## config.mk

```make
export PLATFORM = sky130hd
export DESIGN_NAME = tdm_demux_capture
export DESIGN_NICKNAME = d
export VERILOG_FILES = /design/src/rtl/tdm_demux_capture_pkg.sv /design/src/rtl/tdm_demux_capture_light_checker.sv /design/src/rtl/tdm_demux_capture.sv
export SDC_FILE = /design/constraint.sdc
export NUM_CORES = 1
export LEC_CHECK = 0
export CAP_MARGIN = 20
export CORE_UTILIZATION = 40
export DETAILED_ROUTE_END_ITERATION = 6
export PLACE_DENSITY = 0.75
export SYNTH_ARGS = -nofsm -noshare
export SYNTH_HDL_FRONTEND = slang
export SYNTH_SLANG_ARGS = --single-unit
```

## constraint.sdc

```tcl
create_clock -name clk -period 2.5 [get_ports clk]
set_input_delay 0.75 -clock clk [delete_from_list [all_inputs] [get_ports clk]]
set_output_delay 0.75 -clock clk [all_outputs]
set_load 0.02 [all_outputs]
```

## src/rtl/tdm_demux_capture_pkg.sv

```systemverilog
// rtl/tdm_demux_capture_pkg.sv - shared slot states, light patterns and dice bounds
package tdm_pkg;

  typedef enum logic {
    SLOT_DICE   = 1'b0,
    SLOT_LIGHTS = 1'b1
  } slot_e;

  localparam logic [2:0] LT_RED       = 3'b100;
  localparam logic [2:0] LT_RED_AMBER = 3'b110;
  localparam logic [2:0] LT_GREEN     = 3'b001;
  localparam logic [2:0] LT_AMBER     = 3'b010;

  localparam logic [2:0] DICE_MIN = 3'd1;
  localparam logic [2:0] DICE_MAX = 3'd6;

  function automatic logic dice_legal(input logic [2:0] v);
    return (v >= DICE_MIN) && (v <= DICE_MAX);
  endfunction

  function automatic logic light_legal(input logic [2:0] p);
    return (p == LT_RED) || (p == LT_RED_AMBER) || (p == LT_GREEN) || (p == LT_AMBER);
  endfunction

endpackage

```

## src/rtl/tdm_demux_capture_light_checker.sv

```systemverilog
// rtl/tdm_demux_capture_light_checker.sv - light pattern legality check
// LIGHT_SEQ_CHECK_EN adds the red -> red+amber -> green -> amber order check.
module light_checker
  import tdm_pkg::*;
(
`ifdef LIGHT_SEQ_CHECK_EN
  input  logic       clk,
  input  logic       rst_n,
`endif
  input  logic       cap,
  input  logic [2:0] pat,
  output logic       err
);

  logic static_ok;
  assign static_ok = light_legal(pat);

`ifdef LIGHT_SEQ_CHECK_EN
  logic [2:0] ref_q;
  logic       ref_vld_q;
  logic       seq_bad;

  function automatic logic [2:0] next_of(input logic [2:0] p);
    case (p)
      LT_RED:       return LT_RED_AMBER;
      LT_RED_AMBER: return LT_GREEN;
      LT_GREEN:     return LT_AMBER;
      default:      return LT_RED;
    endcase
  endfunction

  assign seq_bad = ref_vld_q && static_ok && (pat != ref_q) && (pat != next_of(ref_q));
  assign err     = cap && (!static_ok || seq_bad);

  // Illegal patterns never become the reference for the next comparison.
  always_ff @(posedge clk) begin
    if (!rst_n) begin
      ref_q     <= 3'b000;
      ref_vld_q <= 1'b0;
    end else if (cap && static_ok) begin
      ref_q     <= pat;
      ref_vld_q <= 1'b1;
    end
  end
`else
  assign err = cap && !static_ok;
`endif

endmodule

```

## src/rtl/tdm_demux_capture.sv

```systemverilog
// rtl/tdm_demux_capture.sv - TDM select generator and dice/lights capture
// Optional LIGHT_SEQ_CHECK_EN enables the light sequence check.
module tdm_demux_capture
  import tdm_pkg::*;
#(
  parameter int HOLD_CYCLES = 4,
  parameter int CNT_W       = 8
) (
  input  logic       clk,
  input  logic       rst_n,
  input  logic [2:0] bus_in,
  output logic       sel,
  output logic [2:0] dice_q,
  output logic       dice_vld,
  output logic       dice_err,
  output logic       red,
  output logic       amber,
  output logic       green,
  output logic       lights_vld,
  output logic       lights_err,
  output logic [7:0] err_cnt
);

  slot_e            state_q, state_d;
  logic [CNT_W-1:0] cnt_q, cnt_d;
  logic             last;
  logic             cap_dice, cap_lights;
  logic             lt_err;

  always_comb begin
    state_d    = state_q;
    cnt_d      = cnt_q + 1'b1;
    last       = (cnt_q == CNT_W'(HOLD_CYCLES - 1));
    cap_dice   = 1'b0;
    cap_lights = 1'b0;
    if (last) begin
      cnt_d      = '0;
      state_d    = (state_q == SLOT_DICE) ? SLOT_LIGHTS : SLOT_DICE;
      cap_dice   = (state_q == SLOT_DICE);
      cap_lights = (state_q == SLOT_LIGHTS);
    end
  end

  light_checker u_light_checker (
`ifdef LIGHT_SEQ_CHECK_EN
    .clk   (clk),
    .rst_n (rst_n),
`endif
    .cap   (cap_lights),
    .pat   (bus_in),
    .err   (lt_err)
  );

  assign sel = (state_q == SLOT_LIGHTS);

  // Captures land one cycle after the sampling edge, together with the sel flip.
  always_ff @(posedge clk) begin
    if (!rst_n) begin
      state_q    <= SLOT_DICE;
      cnt_q      <= '0;
      dice_q     <= 3'b000;
      dice_vld   <= 1'b0;
      dice_err   <= 1'b0;
      {red, amber, green} <= 3'b000;
      lights_vld <= 1'b0;
      lights_err <= 1'b0;
      err_cnt    <= 8'h00;
    end else begin
      state_q    <= state_d;
      cnt_q      <= cnt_d;
      dice_vld   <= cap_dice;
      dice_err   <= cap_dice && !dice_legal(bus_in);
      lights_vld <= cap_lights;
      lights_err <= lt_err;
      if (cap_dice) dice_q <= bus_in;
      if (cap_lights) {red, amber, green} <= bus_in;
      if ((dice_err || lights_err) && (err_cnt != 8'hFF)) err_cnt <= err_cnt + 8'd1;
    end
  end

endmodule
```

==> impl_results.md <==
* Run status: complete, no violations
* Vias/cell at 5.55
* Leading area contributor after synthesis: dfxtp_1
* Initial Util at 0.440
* Maximum VDD drop at 373 µV
* Clock Power Share at 0.260
* Startpoint Class: flop
* Final hold violation count at 0
* Ranking of synthesized cells by area: dfxtp_1 47%, mux2i_1 7.0%, nand2_1 4.9%
* Worst slew margin at 0.540
* Switching share of power at 0.241
* Arrival @ worst endpoint at 1500 ps
* I/O Buffers at 23
* Avg Cell Area, Syn at 9.42 µm²
* Post-route cell area at 1440 µm²
* Synth cell types at 34
* Min cycle time layout at 2250 ps
* Worst slew pin tran at 681 ps
* Vias in the first global route at 904
* Crit-path max FO at 7
* # nets final at 155
* Power per cell area at 487 nW/µm²
* # Post-CTS Setup Buffers at 0
* I/O pins at 24
* Area Growth Syn to Fin at 25.9%
* DP Cell Count at 173
* CP top delay family: buffers and inverters
* Post-CTS Resized at 0
* Initial DRC Count at 24
* Int Pwr at 0.531 mW
* CP bufs+invs at 1
* P_leak at 0.558 nW
* Htree depth at 1
* Seq pwr share at 0.647
* # DRC at 0
* Max Slew Vio Count at 0
* Row cnt at 18
* Inserted Diodes at 0
* GRT overflow at 0
* Cell Area, Placed at 1410 µm²
* Core Footprint at 2590 µm²
* Worst hold path type: flop to flop
* Pre-antenna DRT Iters at 4
* Largest net degree at the start of global routing at 16
* Final core occ at 0.554
* Cell chain of the critical path: clkdlybuf4s50_1
* Worst-path clk slew at 140 ps
* Total power at 0.699 mW
* Register area share after synthesis at 0.474
* Combinational power share at 0.093
* Detailed Place HPWL at 1780 µm
* Gr usage total at 0.156
* Fin cells at 177
* Fraction of layout cells with a size suffix above 1 at 0.0544
* Die area at 3070 µm²
* First-pass GRT wire length at 3960 µm
* Fmax at 444 MHz
* DR vias at 982
* Cell count after synthesis at 121
* Post-Syn Area at 1140 µm²
* Slowest stage delay, CP at 660 ps
* Die H at 55.4 µm
* CP endpoint kind: output port
* Critical path type: flop to output port
* Worst Path Required at 1750 ps
* Final clock skew at 2.92 ps
* Total CTS buffers at 3
* Register bit total from synthesis at 27
* Final wirelength at 2270 µm
* Psw at 0.168 mW
* CTS root buf: clkbuf_4
* CP max stage cell: clkdlybuf4s50_1
* WL/cell at 12.8 µm
* Hold-fix buffers at CTS at 0
* Unrepaired setup endpoints after global routing: false
* Synth Net Count at 128
* Clock Tree Buf Depth at 2
* CTS tree: yes
* Initial antenna violation count at 0
* Synth top area share at 0.474
* Ys Warns at 0
* Die Wd at 55.4 µm
* Setup TNS at 0 ps
* Final setup fails at 0
* Worst-Skew Late Latency at 320 ps
* Antenna violation net count after detailed routing at 0
* Reg2reg setup slack at 640 ps
* GP Congestion at 0.823
* Final Cycle Share at 0.901
* Clock sink count at 27
* Max Cap Viol at 0
==> Yosys cell counts <==
master and instances:
xnor2_1 1, a21oi_1 9, inv_1 2, a31oi_1 1
nor3_1 4, nor3_4 1, and4b_1 1, nand2b_1 1
nor4b_1 1, a311oi_1 1, mux2i_1 8, or3_1 4
o21ai_0 5, o211a_1 1, dfxtp_1 27, o21a_1 3
nand2_1 15, nand3_1 9, and4_1 2, o31ai_1 1
o22ai_1 1, nor2_1 6, or4b_4 1, and3_1 1
xor2_1 2, o2111a_1 2, o21ai_2 1, ha_1 2
nand4_1 1, clkbuf_1 2, a211oi_1 1, a21boi_0 2
or4_1 1, and2_1 1
==> stage by stage <==
step                worst slack, ps  hold WS (ps)
finish                          247           477
global placement                573           446
detailed placement              508           459
floorplan                       909           442
CTS                             232           479
global route                    163           503
==> cells by family after synthesis <==
group	synth area share
adder cells (fa/ha/maj)	0.0220
XOR/XNOR	0.0231
flip-flops	0.474
multiplexers	0.0703
buffers and inverters	0.0132
AND/OR/NAND/NOR	0.235
AO/OA/AOI/OAI	0.162
==> power groups by stage <==
stage	sequential, mW	combinational, mW	clock, mW
2_1_floorplan	0.465	0.0355	0
3_3_place_gp	0.461	0.0635	0
3_5_place_dp	0.462	0.0650	0
4_1_cts	0.452	0.0653	0.189
5_1_grt	0.454	0.0719	0.208
6_report	0.452	0.0650	0.182
==> registers in the layout, indices dropped and copies added (netlist names) <==
signal      count
lights_err      1
red             1
green           1
amber           1
dice_vld        1
cnt_q           8
sel             1
dice_err        1
err_cnt         8
lights_vld      1
dice_q          3
==> worst register-to-register path: stages, from the launching register on <==
cell	delay, ps
dfxtp_1	420
ha_1	240
nor4b_1	590
nand3_1	320
mux2i_1	190
==> layout by cell type, fill, tap and decap left out, types with 2 or more instances in the layout <==
| cell | netlist | layout |
|---|---|---|
| a21boi_0 | 2 | 2 |
| a21oi_1 | 9 | 9 |
| and4_1 | 2 | 2 |
| clkbuf_4 | 0 | 3 |
| clkdlybuf4s50_1 | 0 | 23 |
| dfxtp_1 | 27 | 27 |
| ha_1 | 2 | 2 |
| inv_1 | 2 | 2 |
| mux2i_1 | 8 | 8 |
| nand2_1 | 15 | 15 |
| nand3_1 | 9 | 9 |
| nor2_1 | 6 | 6 |
| nor3_1 | 4 | 4 |
| o2111a_1 | 2 | 2 |
| o21a_1 | 3 | 3 |
| o21ai_0 | 5 | 5 |
| or3_1 | 4 | 4 |
| xor2_1 | 2 | 2 |
==> layout make-up <==
class | count | area (µm²)
tap | 30 | 37.5
timing repair buffer | 24 | 238
clock inverter | 1 | 5.00
fill | 247 | 1150
clock buffer | 3 | 22.5
inverter | 2 | 7.51
multi-input combinational | 90 | 584
sequential | 27 | 541
==> worst paths after layout <==
path	depth (start not counted)	endpoint	startpoint
setup / recovery	1	sel	sel$_SDFFE_PN0N_
hold / removal	2	dice_q[2]$_SDFFE_PN0P_	dice_q[2]$_SDFFE_PN0P_
setup reg to reg	4	green$_SDFFE_PN0P_	cnt_q[0]$_SDFF_PP0_
hold reg to reg	2	dice_q[2]$_SDFFE_PN0P_	dice_q[2]$_SDFFE_PN0P_
==> per-layer routing <==
layer	routed length, µm	global-route usage	up-vias	share of wire
met5	0	0	-	0
met4	0	0.0107	0	0
met3	67	0.0515	0	0.029
met2	1130	0.274	14	0.50
met1	1070	0.193	462	0.47
li1	-	-	506	-
Power figures use the tool's default switching activity.
